**src/rtl/dm_arbiter_pkg.sv**
```systemverilog
// Shared types and constants for the data-memory arbiter.
package dm_arbiter_pkg;

  localparam int ADDR_W = 32;
  localparam int BE_W   = 4;
  localparam int DATA_W = 32;

  localparam logic [DATA_W-1:0] ABORT_DATA = 32'hDEADBEEF;

  typedef enum logic [1:0] {
    ST_IDLE     = 2'd0,
    ST_CPU_BUSY = 2'd1,
    ST_DMA_BUSY = 2'd2
  } state_t;

  function automatic logic [ADDR_W-1:0] word_addr(input logic [ADDR_W-1:0] a);
    return {a[ADDR_W-1:2], 2'b00};
  endfunction

endpackage

```
**src/rtl/dm_arbiter_if.sv**
```systemverilog
// Requester and memory-side signal bundle; slave = arbiter, master = environment.
interface dm_arbiter_if;
  import dm_arbiter_pkg::*;

  logic              cpu_req;
  logic              cpu_we;
  logic [ADDR_W-1:0] cpu_addr;
  logic [BE_W-1:0]   cpu_be;
  logic [DATA_W-1:0] cpu_wdata;
  logic [DATA_W-1:0] cpu_rdata;
  logic              cpu_stall;

  logic              dma_req;
  logic              dma_we;
  logic [ADDR_W-1:0] dma_addr;
  logic [BE_W-1:0]   dma_be;
  logic [DATA_W-1:0] dma_wdata;
  logic              dma_gnt;
  logic [DATA_W-1:0] dma_rdata;

  logic              mem_en;
  logic              mem_we;
  logic [ADDR_W-1:0] mem_addr;
  logic [BE_W-1:0]   mem_be;
  logic [DATA_W-1:0] mem_wdata;
  logic [DATA_W-1:0] mem_rdata;
  logic              mem_ready;

  logic              err;

  modport slave (
    input  cpu_req, cpu_we, cpu_addr, cpu_be, cpu_wdata,
    output cpu_rdata, cpu_stall,
    input  dma_req, dma_we, dma_addr, dma_be, dma_wdata,
    output dma_gnt, dma_rdata,
    output mem_en, mem_we, mem_addr, mem_be, mem_wdata,
    input  mem_rdata, mem_ready,
    output err
  );

  modport master (
    output cpu_req, cpu_we, cpu_addr, cpu_be, cpu_wdata,
    input  cpu_rdata, cpu_stall,
    output dma_req, dma_we, dma_addr, dma_be, dma_wdata,
    input  dma_gnt, dma_rdata,
    input  mem_en, mem_we, mem_addr, mem_be, mem_wdata,
    output mem_rdata, mem_ready,
    input  err
  );

endinterface

```
**src/rtl/dm_arbiter_rr_pick2.sv**
```systemverilog
// Two-requester round-robin picker: index 0 = CPU, 1 = DMA.
module rr_pick2 (
  input  logic [1:0] i_req,
  input  logic       i_last_owner,
  output logic       o_gnt_idx,
  output logic       o_any
);

  always_comb begin
    o_any     = |i_req;
    o_gnt_idx = i_req[1];
    // On a tie the requester that did not own the memory last goes first.
    if (i_req == 2'b11) o_gnt_idx = ~i_last_owner;
  end

endmodule

```
**src/rtl/dm_arbiter.sv**
```systemverilog
// Single-port data memory arbiter between the CPU MEM stage and a DMA port,
// with registered memory-side outputs and a ready-handshake watchdog.
module dm_arbiter
  import dm_arbiter_pkg::*;
#(
  parameter int TIMEOUT = 16,
  parameter int CNT_W   = 5
) (
  input logic         clk,
  input logic         reset,
  dm_arbiter_if.slave bus
);

  state_t            r_state, w_next;
  logic              r_last_owner;
  logic [CNT_W-1:0]  r_cnt;
  logic              r_mem_en, r_mem_we;
  logic [ADDR_W-1:0] r_mem_addr;
  logic [BE_W-1:0]   r_mem_be;
  logic [DATA_W-1:0] r_mem_wdata;
  logic [DATA_W-1:0] r_cpu_rdata;

  logic [1:0] w_pick_req;
  logic       w_gnt_idx, w_any;
  logic       w_busy, w_done, w_timeout, w_end;

  assign w_busy    = (r_state != ST_IDLE);
  assign w_done    = w_busy & bus.mem_ready;
  assign w_timeout = w_busy & ~bus.mem_ready & (r_cnt == CNT_W'(TIMEOUT));
  assign w_end     = w_done | w_timeout;

  // The completing owner is masked: its request line already belongs to the next access.
  always_comb begin
    w_pick_req = 2'b00;
    case (r_state)
      ST_IDLE:     w_pick_req = {bus.dma_req, bus.cpu_req};
      ST_CPU_BUSY: if (bus.mem_ready) w_pick_req = {bus.dma_req, 1'b0};
      ST_DMA_BUSY: if (bus.mem_ready) w_pick_req = {1'b0, bus.cpu_req};
      default:     w_pick_req = 2'b00;
    endcase
  end

  rr_pick2 u_pick (
    .i_req        (w_pick_req),
    .i_last_owner (r_last_owner),
    .o_gnt_idx    (w_gnt_idx),
    .o_any        (w_any)
  );

  always_comb begin
    w_next        = r_state;
    bus.cpu_stall = bus.cpu_req & ~((r_state == ST_CPU_BUSY) & w_end);
    bus.dma_gnt   = (r_state == ST_DMA_BUSY) & w_end & ~reset;
    bus.err       = w_timeout & ~reset;
    bus.dma_rdata = '0;
    if (bus.dma_gnt) bus.dma_rdata = w_timeout ? ABORT_DATA : bus.mem_rdata;
    if (w_any)      w_next = w_gnt_idx ? ST_DMA_BUSY : ST_CPU_BUSY;
    else if (w_end) w_next = ST_IDLE;
    if (r_state != ST_IDLE && r_state != ST_CPU_BUSY && r_state != ST_DMA_BUSY)
      w_next = ST_IDLE;
  end

  always_ff @(posedge clk) begin
    if (reset) begin
      r_state      <= ST_IDLE;
      r_last_owner <= 1'b1;
      r_cnt        <= '0;
      r_mem_en     <= 1'b0;
      r_mem_we     <= 1'b0;
      r_mem_addr   <= '0;
      r_mem_be     <= '0;
      r_mem_wdata  <= '0;
      r_cpu_rdata  <= '0;
    end else begin
      r_state <= w_next;
      if (w_end) r_last_owner <= (r_state == ST_DMA_BUSY);

      if (w_any) begin
        r_cnt    <= '0;
        r_mem_en <= 1'b1;
        if (w_gnt_idx) begin
          r_mem_we    <= bus.dma_we;
          r_mem_addr  <= word_addr(bus.dma_addr);
          r_mem_be    <= bus.dma_be;
          r_mem_wdata <= bus.dma_wdata;
        end else begin
          r_mem_we    <= bus.cpu_we;
          r_mem_addr  <= word_addr(bus.cpu_addr);
          r_mem_be    <= bus.cpu_be;
          r_mem_wdata <= bus.cpu_wdata;
        end
      end else if (w_end) begin
        r_cnt    <= '0;
        r_mem_en <= 1'b0;
      end else if (w_busy) begin
        r_cnt <= r_cnt + CNT_W'(1);
      end

      if (r_state == ST_CPU_BUSY) begin
        if (w_timeout)                      r_cpu_rdata <= ABORT_DATA;
        else if (bus.mem_ready & ~r_mem_we) r_cpu_rdata <= bus.mem_rdata;
      end
    end
  end

  assign bus.mem_en    = r_mem_en;
  assign bus.mem_we    = r_mem_we;
  assign bus.mem_addr  = r_mem_addr;
  assign bus.mem_be    = r_mem_be;
  assign bus.mem_wdata = r_mem_wdata;
  assign bus.cpu_rdata = r_cpu_rdata;

endmodule

```
**src/flat_wrapper.sv**
```systemverilog
// flat-port wrapper written by rule: the top's interface ports become plain ports
module dm_arbiter_flat import dm_arbiter_pkg::*;
#(
  parameter int TIMEOUT = 16,
  parameter int CNT_W   = 5
)
  (clk, reset, bus_cpu_req, bus_cpu_we, bus_cpu_addr, bus_cpu_be, bus_cpu_wdata, bus_cpu_rdata, bus_cpu_stall, bus_dma_req, bus_dma_we, bus_dma_addr, bus_dma_be, bus_dma_wdata, bus_dma_gnt, bus_dma_rdata, bus_mem_en, bus_mem_we, bus_mem_addr, bus_mem_be, bus_mem_wdata, bus_mem_rdata, bus_mem_ready, bus_err);
  dm_arbiter_if bus_i ();
  input logic clk;
  input logic reset;
  input wire logic [$bits(bus_i.cpu_req)-1:0] bus_cpu_req;
  input wire logic [$bits(bus_i.cpu_we)-1:0] bus_cpu_we;
  input wire logic [$bits(bus_i.cpu_addr)-1:0] bus_cpu_addr;
  input wire logic [$bits(bus_i.cpu_be)-1:0] bus_cpu_be;
  input wire logic [$bits(bus_i.cpu_wdata)-1:0] bus_cpu_wdata;
  output wire logic [$bits(bus_i.cpu_rdata)-1:0] bus_cpu_rdata;
  output wire logic [$bits(bus_i.cpu_stall)-1:0] bus_cpu_stall;
  input wire logic [$bits(bus_i.dma_req)-1:0] bus_dma_req;
  input wire logic [$bits(bus_i.dma_we)-1:0] bus_dma_we;
  input wire logic [$bits(bus_i.dma_addr)-1:0] bus_dma_addr;
  input wire logic [$bits(bus_i.dma_be)-1:0] bus_dma_be;
  input wire logic [$bits(bus_i.dma_wdata)-1:0] bus_dma_wdata;
  output wire logic [$bits(bus_i.dma_gnt)-1:0] bus_dma_gnt;
  output wire logic [$bits(bus_i.dma_rdata)-1:0] bus_dma_rdata;
  output wire logic [$bits(bus_i.mem_en)-1:0] bus_mem_en;
  output wire logic [$bits(bus_i.mem_we)-1:0] bus_mem_we;
  output wire logic [$bits(bus_i.mem_addr)-1:0] bus_mem_addr;
  output wire logic [$bits(bus_i.mem_be)-1:0] bus_mem_be;
  output wire logic [$bits(bus_i.mem_wdata)-1:0] bus_mem_wdata;
  input wire logic [$bits(bus_i.mem_rdata)-1:0] bus_mem_rdata;
  input wire logic [$bits(bus_i.mem_ready)-1:0] bus_mem_ready;
  output wire logic [$bits(bus_i.err)-1:0] bus_err;
  assign bus_i.cpu_req = bus_cpu_req;
  assign bus_i.cpu_we = bus_cpu_we;
  assign bus_i.cpu_addr = bus_cpu_addr;
  assign bus_i.cpu_be = bus_cpu_be;
  assign bus_i.cpu_wdata = bus_cpu_wdata;
  assign bus_cpu_rdata = bus_i.cpu_rdata;
  assign bus_cpu_stall = bus_i.cpu_stall;
  assign bus_i.dma_req = bus_dma_req;
  assign bus_i.dma_we = bus_dma_we;
  assign bus_i.dma_addr = bus_dma_addr;
  assign bus_i.dma_be = bus_dma_be;
  assign bus_i.dma_wdata = bus_dma_wdata;
  assign bus_dma_gnt = bus_i.dma_gnt;
  assign bus_dma_rdata = bus_i.dma_rdata;
  assign bus_mem_en = bus_i.mem_en;
  assign bus_mem_we = bus_i.mem_we;
  assign bus_mem_addr = bus_i.mem_addr;
  assign bus_mem_be = bus_i.mem_be;
  assign bus_mem_wdata = bus_i.mem_wdata;
  assign bus_i.mem_rdata = bus_mem_rdata;
  assign bus_i.mem_ready = bus_mem_ready;
  assign bus_err = bus_i.err;
  dm_arbiter #(.TIMEOUT(TIMEOUT), .CNT_W(CNT_W)) u_core (.clk(clk), .reset(reset), .bus(bus_i));
endmodule
```
**config.mk**
```make
export PLATFORM = sky130hd
export DESIGN_NAME = dm_arbiter_flat
export DESIGN_NICKNAME = d
export VERILOG_FILES = /design/src/rtl/dm_arbiter_pkg.sv /design/src/rtl/dm_arbiter_if.sv /design/src/rtl/dm_arbiter_rr_pick2.sv /design/src/rtl/dm_arbiter.sv /design/src/flat_wrapper.sv
export SDC_FILE = /design/constraint.sdc
export NUM_CORES = 1
export LEC_CHECK = 0
export CAP_MARGIN = 20
export CORE_AREA = 2 2 121 123
export CTS_CLUSTER_DIAMETER = 60
export DETAILED_ROUTE_END_ITERATION = 12
export DIE_AREA = 0 0 123 125
export PLACE_DENSITY = 0.8
export RECOVER_POWER = 50
export SKIP_LAST_GASP = 1
export SLEW_MARGIN = 40
export SYNTH_ARGS = -nofsm -noshare
export SYNTH_HDL_FRONTEND = slang
export SYNTH_SLANG_ARGS = --single-unit
```
**constraint.sdc**
```tcl
create_clock -name clk -period 5.1 [get_ports clk]
set_clock_uncertainty 0.1 [all_clocks]
set_input_delay 1.53 -clock clk [delete_from_list [all_inputs] [get_ports clk]]
set_output_delay 1.53 -clock clk [all_outputs]
set_load 0.005 [all_outputs]
```
# After elaboration in Yosys (flattened, before gate mapping)

Index checks and enable logic that the tools add are counted.

Bits in registers: 110
Latch bits: 0
RAM bits: 0
ROM bits: 0
Input bits: 175
Output and inout bits: 137
Logic and storage cells: 58
Memories kept: 0

$add $sub $neg: 1
Multiply operators: 0
Div/mod/pow operators: 0
Magnitude comparators: 0
Equality and inequality tests: 6
Shifts and indexed selects: 0
Multiplexer cells: 17
Bitwise gates (word level): 15
Reduce and logical (&&, ||, !) cells: 10

Operator list:

| cell                                                 | number |
|---|---|
| two-way mux 32 bit                                   | 6 |
| AND 1 bit                                            | 9 |
| two-way mux 2 bit                                    | 4 |
| one-hot mux 2 bit (3 select lines)                   | 1 |
| nonzero test 2 bit                                   | 3 |
| adder 5 x 1 -> 5 bit (second input constant)         | 1 |
| equality test 5 bit (second input constant)          | 1 |
| two-way mux 1 bit                                    | 5 |
| inverter 1 bit                                       | 5 |
| equality test 2 bit (second input constant)          | 2 |
| two-way mux 4 bit                                    | 1 |
| OR reduction 2 bit                                   | 2 |
| OR reduction 4 bit                                   | 1 |
| equality test 2 x 1 -> 1 bit (second input constant) | 1 |
| logical AND 1 bit                                    | 2 |
| logical NOT 2 bit                                    | 1 |
| != test 2 x 1 -> 1 bit (second input constant)       | 1 |
| != test 2 bit (second input constant)                | 1 |
| AND reduction 2 bit                                  | 1 |
| OR 1 bit                                             | 1 |

# Depth between registers and ports, before layout

Gate-level depths: netlist (run 1).

Word-level depth: 7
Mapped depth: 8
Mapped depth without buffers: 5

# Modules after synthesis

From an unflattened synthesis (run 1), not the netlist that was laid out.

Cell total of the unflattened synthesis: 587
Area total of the unflattened synthesis: 5046.1 um^2

Modules (own cells, without submodules):

| module     | instances | cells an instance | area an instance (um^2) | seq. area each (um^2) |
|---|---|---|---|---|
| dm_arbiter | 1         | 585               | 5032.3                  | 2162.1 |
| rr_pick2   | 1         | 2                 | 13.8                    | 0.0 |

# Worst setup path after synthesis (run 1)

No wires, ideal clock.

Path type: in2out
From: in bus_mem_ready
To: out bus_dma_rdata[18]
Data arrival time: 2714 ps
Required time: 3470 ps
Slack: 756 ps
Stages on the path: 6
Buffers on the path: 2
Cells stage by stage: buf_2 nor3_4 a41oi_4 nor3_4 buf_2 o21a_1

Longest elaborated chain between the ends: 7
Elaborated cells between the ends (all ways): 9
Classes of those cells: 2 x mux; 7 x bitwise

RTL lines:

| item                      | RTL line           | RTL |
|---|---|---|
| start: declaration        | flat_wrapper.sv:31 | `input wire logic [$bits(bus_i.mem_ready)-1:0] bus_mem_ready;` |
| inverter 1 bit            | dm_arbiter.sv:29   | `assign w_timeout = w_busy & ~bus.mem_ready & (r_cnt == CNT_W'(TIMEOUT));` |
| AND 1 bit (2 in series)   | dm_arbiter.sv:29   |  |
| OR 1 bit *                | dm_arbiter.sv:30   | `assign w_end = w_done \| w_timeout;` |
| AND 1 bit * (2 in series) | dm_arbiter.sv:53   | `bus.dma_gnt = (r_state == ST_DMA_BUSY) & w_end & ~reset;` |
| via bus_dma_gnt           | flat_wrapper.sv:23 | `output wire logic [$bits(bus_i.dma_gnt)-1:0] bus_dma_gnt;` |
| two-way mux 32 bit *      | dm_arbiter.sv:56   | `if (bus.dma_gnt) bus.dma_rdata = w_timeout ? ABORT_DATA : bus.mem_rdata;` |
| end: declaration          | flat_wrapper.sv:24 | `output wire logic [$bits(bus_i.dma_rdata)-1:0] bus_dma_rdata;` |

Mark *: on every way through the listed nets, which the timed path passes. The rest lies on a longest branch.

# Final worst setup path (run 1)

From: in bus_mem_ready
To: out bus_dma_rdata[18]

Longest elaborated chain between the ends: 7
Elaborated cells between the ends (all ways): 9
Classes of those cells: 2 x mux; 7 x bitwise

RTL lines:

| item                    | RTL line |
|---|---|
| inverter 1 bit          | dm_arbiter.sv:29 |
| AND 1 bit (2 in series) | dm_arbiter.sv:29 |
| OR 1 bit                | dm_arbiter.sv:30 |
| AND 1 bit (2 in series) | dm_arbiter.sv:53 |
| two-way mux 32 bit *    | dm_arbiter.sv:56 |

Mark *: on every way between the ends. The rest lies on a longest branch, timed or not.

==> run metrics, run 1 <==
Row Count 44; vias in the first global route 5467; Crit path largest cell delay 0.52 ns; post-synthesis register bit count 108; Min-Delay Startpoint u_core.bus.cpu_rdata[13]; Worst Setup Start Kind input port; final setup fails 0; Clk pwr share 0.302; Setup Crit Path Kind in -> out; Clock transition at path regs 0.07 ns; share of cells above drive strength 1 0.0763; first-pass GRT wire length 28.0 mm; H-tree levels 3; Top FF cell, synth dfxtp_1; min Tclk post-route 4.93 ns; WHS 0.350 ns; max_cap viols 0; post-synth top area share 0.416; CTS tree built; Slew headroom 0.478; CTS Buf Count 9; Worst Path Arrival 3.30 ns; Non-Filler Instances 1049; Final Max Tran Viols 0; Synth area leader dfxtp_1; setup tns final 0 ns; Synth warnings 0; Flop pwr share 0.397; Worst-Margin Slew 0.783 ns; core area 0.0142 mm^2; combinational share of power 0.300; RSZ-0062 raised after global routing no; Skew-Pair Late Insertion Delay 0.34 ns; status finished clean; power per cell area 288 mW/mm^2; All-Layer GR Usage 0.229; Placer Congestion 0.789; clock sinks 108; Antenna Violating Nets Remaining 0; antenna cell count 0; CP Data Required Time 3.47 ns; post-synthesis async set-or-reset flop share 0; Syn Area/Cell 8.79 um^2; NetSw 0.732 mW; drt initial violations 217; Die ar. 0.0154 mm^2; fin nets 1037; maximum vdd drop 0.138 mV; io pins 312; CP max stage cell clkdlybuf4s50_1; period utilisation layout 0.967; Detailed Route WL 18.5 mm; pre-CTS setup slack -0.00212 ns; most common cell in the netlist dfxtp_1; largest net degree at the start of global routing 91; Post-synth EDFFs 0; Critical Path Start bus_mem_ready; detailed-route via count 5665; Net Sw Frac 0.293; CTS root buffer clkbuf_16; top cells by area, synth dfxtp_1 42%, a32oi_1 7.3%, o211ai_1 6.2%; clk buf depth 2; Seq/Total Area, Yosys 0.416; post-DP HPWL 12.5 mm; post-synth cell types 45; worst-path cell chain dlymetal6s2s_1 -> clkbuf_1 -> a41oi_4 -> nor3_4 -> clkbuf_16 -> o21a_1 -> clkdlybuf4s50_1; Max Clk Rate 203 MHz; antenna violations before repair 0; final worst setup slack 0.168 ns; final core occ 0.610; remaining global-route overflow 0; Post-synth top cells 108 x dfxtp_1, 65 x nand2_1, 53 x a21oi_1; DRC 0; Starting Density 0.366; Die X 123 um; Post-CTS Hold Buffers 0; DR pass1 iterations 6; Netlist Area Pre-Place 0.00519 mm^2; Worst Path Max Fanout 7; DP Cell Count 1029; Synth Instances 591; Hold/Removal Path Class reg -> reg; routed len/inst 17.7 um; internal power 1.77 mW; Final Hold Vio Count 0; number of port buffers 305; crit path capture type primary output; static leakage 3.23 nW; area grow syn2layout 66.8%; Die Y 125 um; FF-to-FF Start u_core.r_state[0]; vias per cell 5.40
## cells by family (layout without fill, tap and decap cells)
group	after synthesis	in the layout	synth area share
buffers and inverters	95	367	0.0858
adders and majority gates	2	2	0.00482
xor gates and xnor gates	4	4	0.00675
and+or+nand+nor	148	149	0.134
DFF	108	108	0.416
AOI/OAI and AO/OA	233	233	0.352
other	1	2	0.000722
## per-layer routing
| layer | routed length, um | global-route usage | vias up | share of wire |
|---|---|---|---|---|
| li1 | - | - | 2749 | - |
| met1 | 7160 | 0.257 | 2633 | 0.39 |
| met2 | 9150 | 0.399 | 249 | 0.49 |
| met3 | 1670 | 0.0671 | 34 | 0.090 |
| met4 | 539 | 0.0943 | 0 | 0.029 |
| met5 | 0 | 0 | - | 0 |
## cell type report
class / count / area, um^2
repair buffers: 324 / 3230
clock buffers: 11 / 243
well taps: 184 / 230
inverters: 27 / 101
flip-flops and latches: 108 / 2160
multi-input cells: 390 / 2620
fillers: 1251 / 5540
clock inverters: 5 / 75.1
## cells in the final DEF (no fill, tap or decap), types with 4 or more instances in the layout
cell type        netlist  layout
a32oi_1               43      43
dfxtp_1              108     108
buf_4                  4      15
a311oi_2              10      10
clkdlybuf4s50_1        0     203
a21oi_1               53      53
nand2_1               65      65
inv_1                 27      27
nor2_1                27      27
nor3_1                24      24
nor2b_1                4       4
a211oi_2              10       9
a311oi_1              14      14
clkbuf_16              0      10
a211oi_1              15      16
o21ai_0               10      10
o21a_1                26      25
o211ai_1              43      43
and2_1                 9       9
nor4_1                 4       4
dlygate4sd3_1          0     100
## timing repair
item / CTS / global route
setup endpoints to repair: 0 / 24
setup buffers: 0 / 1
resized for setup: 0 / 2
## metrics by stage
step | power [mW] | cell area, um^2
after CTS | 2.56 | 8610
after global placement | 1.79 | 8290
after detailed placement | 1.80 | 8300
after floorplan | 1.38 | 5200
after global routing | 2.63 | 8660
final | 2.50 | 8660
## final timing paths
| check | slack, ns | cells after the start | end |
|---|---|---|---|
| worst min-delay path | 0.35 | 2 | u_core.bus.cpu_rdata[13] |
| worst max register to register | 2.83 | 5 | u_core.r_state[0] |
| worst max-delay path | 0.17 | 7 | bus_dma_rdata[18] |
| worst min register to register | 0.35 | 2 | u_core.bus.cpu_rdata[13] |
## power by group through the flow
stage          registers [mW]  logic, mW  clock network [mW]
2_1_floorplan            1.02      0.359                   0
3_3_place_gp             1.01      0.775                   0
3_5_place_dp             1.02      0.783                   0
5_1_grt                  1.00      0.813               0.811
4_1_cts                 0.996      0.786               0.780
6_report                0.993      0.750               0.755
## registers in the layout, summed over array words and instances, names as in the netlist
register,flops
u_core.bus.cpu_rdata,32
u_core.bus.mem_wdata,32
u_core.bus.mem_addr,30
u_core.r_cnt,5
u_core.bus.mem_be,4
u_core.r_state,2
u_core.bus.mem_en,1
u_core.bus.mem_we,1
u_core.r_last_owner,1
## worst max-delay path: cells and delay by family
kind / cells / cell delay [ns]
AO/OA/AOI/OAI: 2 / 0.20
AND/OR/NAND/NOR: 1 / 0.30
buffers and inverters: 4 / 1.27
Note: power is estimated with default switching activity, not from simulation.
==> run 2, diff against run 1 <==
- CTS_CLUSTER_DIAMETER: 60 -> 100
==> results of run 2 <==
Final layout, timing and power as in run 1 (identical DEF).
==> run 3, diff against run 2 <==
- SETUP_SLACK_MARGIN: not set -> 0.3
==> run 3 against run 2 <==
Maximum frequency is 2.0% higher. Critical path depth is 1 higher. Count of clock-buffer cells in the layout stayed put. Wire length is 1.8% higher. Highest routed layer unchanged. Cell area is 1.2% higher. Sequential share of layout area is 0.29 points lower. Largest power group unchanged. Critical path type unchanged.
==> run metrics, run 3 (same netlist as run 1, synthesis figures left out) <==
status finished clean (unchanged); Final Hold Vio Count 0 (unchanged); clk buf depth 2 (unchanged); Pwr Total 2.50 mW (about the same); post-DP HPWL 12.5 mm (unchanged); Worst-Margin Slew 0.785 ns (was 0.783 ns); drt initial violations 207 (was 217); Worst Path Max Fanout 12 (was 7); Die Y 125 um (unchanged); met1 GRT Util 0.265 (was 0.257); most common cell after layout, fill and taps aside clkdlybuf4s50_1 (unchanged); crit path capture type primary output (unchanged); RSZ-0062 raised after global routing yes (was no); Starting Density 0.366 (unchanged); Final Max Tran Viols 0 (unchanged); first-pass GRT wire length 29.0 mm (was 28.0 mm); detailed-route via count 5665 (unchanged); Worst Setup Start Kind input port (unchanged); Hold/Removal Path Class reg -> reg (unchanged); area grow syn2layout 68.8% (was 66.8%); Skew-Pair Late Insertion Delay 0.34 ns (about the same); M3 GR Usage 0.0689 (was 0.0671); vias per cell 5.38 (was 5.40); Setup Crit Path Kind in -> out (unchanged); period utilisation layout 0.949 (was 0.967); max_cap viols 0 (unchanged); post-route design area 0.00876 mm^2 (was 0.00866 mm^2); All-Layer GR Usage 0.237 (was 0.229); number of port buffers 305 (unchanged); routed len/inst 17.9 um (was 17.7 um); Antenna Violating Nets Remaining 0 (unchanged); Detailed Route WL 18.9 mm (was 18.5 mm); GR peak layer met2 (unchanged); largest net degree at the start of global routing 91 (unchanged); fin nets 1041 (was 1037); Die X 123 um (unchanged); Row Count 44 (unchanged); area post-placement 0.00830 mm^2 (unchanged); Clock transition at path regs 0.07 ns (about the same); final setup fails 0 (unchanged); CTS tree built (unchanged); Min-Delay Startpoint u_core.bus.cpu_rdata[3] (was u_core.bus.cpu_rdata[13]); Slew headroom 0.475 (was 0.478); min Tclk post-route 4.84 ns (was 4.93 ns); final core occ 0.617 (was 0.610); core area 0.0142 mm^2 (unchanged); met2 usage 0.418 (was 0.399); clock sinks 108 (unchanged); io pins 312 (unchanged); Max Clk Rate 207 MHz (was 203 MHz); vias in the first global route 5571 (was 5467); FF-to-FF Start u_core.r_state[0] (unchanged); CTS root buffer clkbuf_16 (unchanged); remaining global-route overflow 0 (unchanged); H-tree levels 3 (unchanged); DRC 0 (unchanged); CTS Buf Count 9 (unchanged); Critical Path Start bus_mem_ready (unchanged); DR pass1 iterations 6 (unchanged); Die ar. 0.0154 mm^2 (unchanged); share of cells above drive strength 1 0.0829 (was 0.0763); Worst Path Arrival 3.21 ns (was 3.30 ns); power per cell area 286 mW/mm^2 (was 288 mW/mm^2); static leakage 3.63 nW (was 3.23 nW); commonest non-fill, non-tap cells in the layout 179 x clkdlybuf4s50_1, 108 x dfxtp_1, 100 x dlygate4sd3_1 (was 203 x clkdlybuf4s50_1, 108 x dfxtp_1, 100 x dlygate4sd3_1); Fill cells 1226 (was 1251); antenna violations before repair 0 (unchanged); Placer Congestion 0.789 (unchanged); Post-CTS Hold Buffers 0 (unchanged); antenna cell count 0 (unchanged); CP Data Required Time 3.47 ns (about the same); maximum vdd drop 0.138 mV (about the same)
## run 3: through the flow
step                      setup slack (ns)  hold WS [ns]  std cells  TNS [ns]
final                                0.263         0.352       1053         0
after global routing                 0.163         0.374       1053         0
after CTS                            0.260         0.356       1052         0
after detailed placement          -0.00212         0.342       1029  -0.00212
after global placement              0.0291         0.340       1029         0
after floorplan                      0.756         0.347        592         0
## run 3: path summary, 6_finish.rpt
kind,cells past startpoint,slack [ns],endpoint
setup / recovery,8,0.26,bus_dma_rdata[19]
hold / removal,2,0.35,u_core.bus.cpu_rdata[3]
setup reg to reg,4,2.73,u_core.bus.cpu_rdata[0]
hold reg to reg,2,0.35,u_core.bus.cpu_rdata[3]
## run 3: routing by layer
| layer | part of all wire | wire, um |
|---|---|---|
| met2 | 0.49 | 9340 |
| met5 | 0 | 0 |
| met1 | 0.38 | 7230 |
| met3 | 0.094 | 1780 |
| met4 | 0.028 | 521 |
## run 3: final cells by class
cell class	instances	area (um^2)	area share
Clock buffer	11	243	0.0277
Clock inverter	5	75.1	0.00857
Inverter	27	101	0.0116
Multi-Input combinational cell	390	2620	0.299
Sequential cell	108	2160	0.247
Tap cell	184	230	0.0263
Timing Repair Buffer	328	3330	0.380
## run 3: power by group
group / total [mW] / switching [mW] / internal (mW)
Clock: 0.756 / 0.314 / 0.442
Combinational: 0.754 / 0.371 / 0.383
Sequential: 0.992 / 0.0501 / 0.942
## run 3: timing repair
item,4_1_cts,5_1_grt
buffers inserted,4,1
resized for setup,11,21
pin swaps,3,2
setup endpoints to repair,35,21
hold endpoints to repair,0,0
cloned,3,0
## run 3: worst max-delay path, cell delays in order
cell,delay (ns)
clkdlybuf4s15_2,0.21
nor3_4,0.17
a41oi_4,0.14
nor3_4,0.28
buf_6,0.15
buf_16,0.12
o21a_1,0.11
clkdlybuf4s50_1,0.48
